File: src/rtl/level2_pkg.sv
// Shared types and constants for the Level2CU step controller.
package level2_pkg;

  typedef enum logic [1:0] {
    IDLE = 2'd0,
    RUN  = 2'd1,
    DONE = 2'd2
  } state_t;

  localparam logic [1:0] STEP0 = 2'b00;
  localparam logic [1:0] STEP1 = 2'b01;
  localparam logic [1:0] STEP2 = 2'b10;

  // Word layout: [DATA_W-1:DATA_W-TAG_W] tag, remaining low bits distance.
  localparam int TAG_W = 3;

  // Distance field width for a given word width.
  function automatic int dist_w(input int data_w);
    return data_w - TAG_W;
  endfunction

  // Step sequence 00 -> 01 -> 10 -> 00; code 11 never produced.
  function automatic logic [1:0] next_step(input logic [1:0] s);
    case (s)
      STEP0:   return STEP1;
      STEP1:   return STEP2;
      default: return STEP0;
    endcase
  endfunction

endpackage

File: src/rtl/level2_step_ctrl.sv
// Sequencing controller for the 4-node Level2CU relaxation network.
// Holds A..D, steps the network 00/01/10 per round, feeds results back and
// presents the converged (or round-limited) vector with a valid/ready handshake.
module level2_step_ctrl
  import level2_pkg::*;
#(
  parameter int DATA_W     = 32,
  parameter int MAX_ROUNDS = 3,
  parameter bit EARLY_EXIT = 1'b1
) (
  input  logic              clk,
  input  logic              rst,
  input  logic              in_valid,
  output logic              in_ready,
  input  logic [DATA_W-1:0] in_a,
  input  logic [DATA_W-1:0] in_b,
  input  logic [DATA_W-1:0] in_c,
  input  logic [DATA_W-1:0] in_d,
  output logic [1:0]        step_counter,
  output logic [DATA_W-1:0] cu_a,
  output logic [DATA_W-1:0] cu_b,
  output logic [DATA_W-1:0] cu_c,
  output logic [DATA_W-1:0] cu_d,
  input  logic [DATA_W-1:0] cu_ao,
  input  logic [DATA_W-1:0] cu_bo,
  input  logic [DATA_W-1:0] cu_co,
  input  logic [DATA_W-1:0] cu_do,
  output logic              out_valid,
  input  logic              out_ready,
  output logic [DATA_W-1:0] out_a,
  output logic [DATA_W-1:0] out_b,
  output logic [DATA_W-1:0] out_c,
  output logic [DATA_W-1:0] out_d,
  output logic [3:0]        rounds_used
);

  localparam logic [3:0] LAST_ROUND = 4'(MAX_ROUNDS);

  state_t            state;
  logic [DATA_W-1:0] reg_a;
  logic [DATA_W-1:0] reg_b;
  logic [DATA_W-1:0] reg_c;
  logic [DATA_W-1:0] reg_d;
  logic [1:0]        step;
  logic [3:0]        round_cnt;
  logic              chg;

  logic              any_chg;
  logic              chg_round;
  logic              exit_now;

  // Change detection over full words (tags included) and round exit decision.
  always_comb begin
    any_chg   = (cu_ao != reg_a) | (cu_bo != reg_b) |
                (cu_co != reg_c) | (cu_do != reg_d);
    chg_round = chg | any_chg;
    exit_now  = (EARLY_EXIT && !chg_round) || ((round_cnt + 4'd1) == LAST_ROUND);
  end

  // Registers are the network operands and the presented result at once.
  assign cu_a         = reg_a;
  assign cu_b         = reg_b;
  assign cu_c         = reg_c;
  assign cu_d         = reg_d;
  assign out_a        = reg_a;
  assign out_b        = reg_b;
  assign out_c        = reg_c;
  assign out_d        = reg_d;
  assign step_counter = step;
  assign rounds_used  = round_cnt;

  // Controller FSM: load in IDLE, relax in RUN, hold result in DONE.
  always_ff @(posedge clk or posedge rst) begin
    if (rst) begin
      state     <= IDLE;
      reg_a     <= '0;
      reg_b     <= '0;
      reg_c     <= '0;
      reg_d     <= '0;
      step      <= STEP0;
      round_cnt <= '0;
      chg       <= 1'b0;
      in_ready  <= 1'b1;
      out_valid <= 1'b0;
    end else begin
      case (state)
        IDLE: begin
          if (in_valid) begin
            reg_a     <= in_a;
            reg_b     <= in_b;
            reg_c     <= in_c;
            reg_d     <= in_d;
            step      <= STEP0;
            round_cnt <= '0;
            chg       <= 1'b0;
            in_ready  <= 1'b0;
            state     <= RUN;
          end
        end
        RUN: begin
          reg_a <= cu_ao;
          reg_b <= cu_bo;
          reg_c <= cu_co;
          reg_d <= cu_do;
          if (step == STEP2) begin
            // Round boundary: the step-10 compare is part of this round.
            round_cnt <= round_cnt + 4'd1;
            step      <= STEP0;
            chg       <= 1'b0;
            if (exit_now) begin
              out_valid <= 1'b1;
              state     <= DONE;
            end
          end else begin
            step <= next_step(step);
            chg  <= chg_round;
          end
        end
        DONE: begin
          if (out_ready) begin
            out_valid <= 1'b0;
            in_ready  <= 1'b1;
            state     <= IDLE;
          end
        end
        default: begin
          state     <= IDLE;
          step      <= STEP0;
          in_ready  <= 1'b1;
          out_valid <= 1'b0;
        end
      endcase
    end
  end

endmodule

File: config.mk
export PLATFORM = sky130hd
export DESIGN_NAME = level2_step_ctrl
export DESIGN_NICKNAME = d
export VERILOG_FILES = /design/src/rtl/level2_pkg.sv /design/src/rtl/level2_step_ctrl.sv
export SDC_FILE = /design/constraint.sdc
export NUM_CORES = 1
export LEC_CHECK = 0
export CAP_MARGIN = 20
export CORE_AREA = 2 2 205 207
export CTS_CLUSTER_SIZE = 40
export DETAILED_ROUTE_END_ITERATION = 6
export DIE_AREA = 0 0 207 209
export GPL_TIMING_DRIVEN = 0
export PLACE_DENSITY = 0.63
export RECOVER_POWER = 100
export SYNTH_ARGS = -nofsm -noshare
export SYNTH_HDL_FRONTEND = slang
export SYNTH_SLANG_ARGS = --single-unit
File: constraint.sdc
create_clock -name clk -period 4.4 [get_ports clk]
set_clock_uncertainty 0.1 [all_clocks]
set_input_delay 0.88 -clock clk [delete_from_list [all_inputs] [get_ports clk]]
set_output_delay 0.88 -clock clk [all_outputs]
set_load 0.02 [all_outputs]
==> metrics.cfg <==
[synthesis]
synth-seq-cells = 139
synthTopCellsByCount = 138 x dfrtp_1, 138 x nand2_1, 138 x o21ai_0, 128 x buf_4, 128 x mux2i_1
syn_avg_cell_area_sq_um = 9.17
synth_seq_area_share_pct = 39.4
synthDistinctLibCells = 43
syn_nets = 1226
synth_area_leaders = dfrtp_1 39%, mux2i_1 14%, buf_4 11%
synth_flop_cell = dfrtp_1
synth_edf_count = 0
yosys_warnings = 0
synthArstFlopShare_pct = 100
synth_top_area_share_pct = 39.1
synthCells = 964
synth_top_area_cell = dfrtp_1
syn_area_sq_um = 8840

[timing]
setup_tns_ns = 0
tightest_slew_ns = 1.93
fmaxAchievable_mhz = 247
finalSetupViolations = 0
period_share_pct = 91.9
finalHoldViolCount = 0
final_max_slew_viol_count = 59
post-route-min-period_ns = 4.04
relSlewSlack_pct = -28.4
hold_slack_ns = 0.395
grt_setup_unrepaired = no

[finish]
drive_gt1_share_pct = 11.8
fin_nets = 1776
diodes = 0
nFillCells = 4236
syn2layout_area_growth_pct = 74.5
final_cell_area_sq_um = 15400

[floorplanning]
die_h_um = 209
design.core.area_sq_um = 41300
initial_core_util_pct = 21.4
rows = 75
dieArea_sq_um = 43300
num_io_pins = 524
die_x_um = 207

[setup_path]
worstSetupEndpointType = flop
startpoint_type = input pin
r2r_start = state[0]$_DFFE_PP0P_
crit_path_start = in_valid
crit_end = cu_d[28]$_DFFE_PP0P_
worstRegToRegCells = 7
timing.rr.end = cu_d[28]$_DFFE_PP0P_
arrival_ns = 4.32
critPathRequiredTime_ns = 4.68
reg2reg_slack_ns = 0.64
path_class = in -> reg
crit_path_max_fanout = 10

[detailed_routing]
routed_wl_um = 51200
drc = 0
initialDrtViolationCount = 482
via_count = 9398
drt-wirelength-per-cell_um = 24.8
viasPerCell = 4.55
ant_nets = 0
dr.pass1.iters = 5

[power_and_ir_drop]
p_switching_mw = 5.85
pwr-share-clk_pct = 12.9
combPwrFrac_pct = 63.0
seq_power_share_pct = 24.2
p_int_mw = 6.39
p_leak_nw = 6.93
switching_share_pct = 47.8
irDropWorstVdd_uv = 307
power_per_cell_area_nw_per_um2 = 793

[placed_design]
hpwlAfterDp_um = 41100
placed_cell_area_sq_um = 14900
portBuffers = 523
routabilityCongestion = 0.859

[clock_network]
clk_pin_slew_ns = 0.07
cts-root-buf = clkbuf_16
clockBufferDepth = 2
clk_latency_ns = 0.46
post_cts_resized = 0
h-tree-depth = 4
postCtsSetupRepairBufs = 0
cts_buffers = 17
clkSinkCount = 139
cts_hold_buf = 0
cts_tree = built

[grt]
grt_max_degree = 38
grt_use_total_pct = 23.2
grt_overflow = 0
antenna_found_initial = 3
grt_pass1_vias = 9729
grt_pass1_wl_um = 71200

[outcome]
outcome = finished, violations left
violations = capacitance limit, slew limit

[job]
drv_cap = 2

[hold_path]
hold_depth = 2
hp-class = reg -> reg

-- worst max-delay path, cell delays in order --
cell and delay (ns):
clkdlybuf4s50_1 0.43, o21bai_1 0.87, clkbuf_1 0.40, clkbuf_1 0.70, clkbuf_1 0.79, nand2_1 0.13, o21ai_0 0.10
-- power groups by stage --
stage	Sequential, mW	Clock, mW	Combinational, mW
after floorplan	3.39	0	3.51
after global placement	2.99	0	8.13
after detailed placement	3.01	0	8.25
after CTS	3.00	1.61	8.27
after global routing	3.07	1.66	8.13
final	2.96	1.58	7.71
-- state kept, by name, indices dropped and copies added, names as in the netlist --
signal,count
chg,1
cu_a,32
cu_b,32
cu_c,32
cu_d,32
in_ready,1
out_valid,1
rounds_used,4
state,2
step_counter,2
-- final cells by class --
| class | count | area (sq um) | area share (%) |
|---|---|---|---|
| well taps | 539 | 674 | 4.37 |
| clock inverters | 10 | 140 | 0.908 |
| repair buffers | 531 | 5310 | 34.4 |
| flip-flops and latches | 139 | 3480 | 22.6 |
| clock buffers | 21 | 470 | 3.05 |
| multi-input cells | 603 | 4030 | 26.1 |
| plain buffers | 172 | 1140 | 7.40 |
| inverters | 50 | 189 | 1.22 |
-- how the worst min path moves through the flow --
stage / startpoint / to / slack (ns)
finish: out_valid$_DFFE_PP0P_ / out_valid$_DFFE_PP0P_ / 0.39
global route: out_valid$_DFFE_PP0P_ / out_valid$_DFFE_PP0P_ / 0.43
global placement: out_valid$_DFFE_PP0P_ / out_valid$_DFFE_PP0P_ / 0.38
detailed placement: out_valid$_DFFE_PP0P_ / out_valid$_DFFE_PP0P_ / 0.38
floorplan: chg$_DFFE_PP0P_ / chg$_DFFE_PP0P_ / 0.35
CTS: out_valid$_DFFE_PP0P_ / out_valid$_DFFE_PP0P_ / 0.40
-- layout by cell type (no fill, tap or decap), drive strengths merged, types with 2 or more instances in the layout --
cell type	n
bufinv	3
nand2	138
nor2	6
a21oi	3
inv	50
nor4	16
nand3	6
dlygate4sd3	266
nand4	13
a2111oi	3
clkdlybuf4s50	257
clkbuf	57
xor2	39
dfrtp	138
xnor2	42
ha	2
o21ai	138
clkinv	6
or4	2
a221o	3
nor2b	6
o221ai	2
nand2b	5
a22o	7
nor3	2
a221oi	7
mux2i	128
o22ai	15
o2bb2ai	8
buf	144
-- per-stage QoR --
step	util [%]	instances	setup WS, ns	power [mW]
2_1_floorplan	-	964	1.69	6.90
6_report	37.4	2065	0.358	12.2
3_5_place_dp	36.0	2034	-0.178	11.3
4_1_cts	37.5	2065	0.359	12.9
3_3_place_gp	35.7	2026	-0.0736	11.1
5_1_grt	37.4	2065	0.176	12.9
-- routing by layer --
| metal | track usage, % | wire, um |
|---|---|---|
| met5 | 0 | 15 |
| met4 | 6.53 | 1070 |
| met3 | 5.85 | 3560 |
| met2 | 39.7 | 24900 |
| met1 | 28.9 | 21600 |
-- kinds of logic (layout without fill, tap and decap cells) --
family	Yosys count	count (layout)	synth area share, %
muxes	129	129	14.6
and+or+nand+nor	199	199	9.99
buffers and inverters	222	784	15.1
adders and majority gates	2	2	0.283
AOI/OAI and AO/OA	192	192	12.7
DFF	139	139	39.4
xor gates and xnor gates	81	81	8.02
Power figures use the tool's default switching activity.
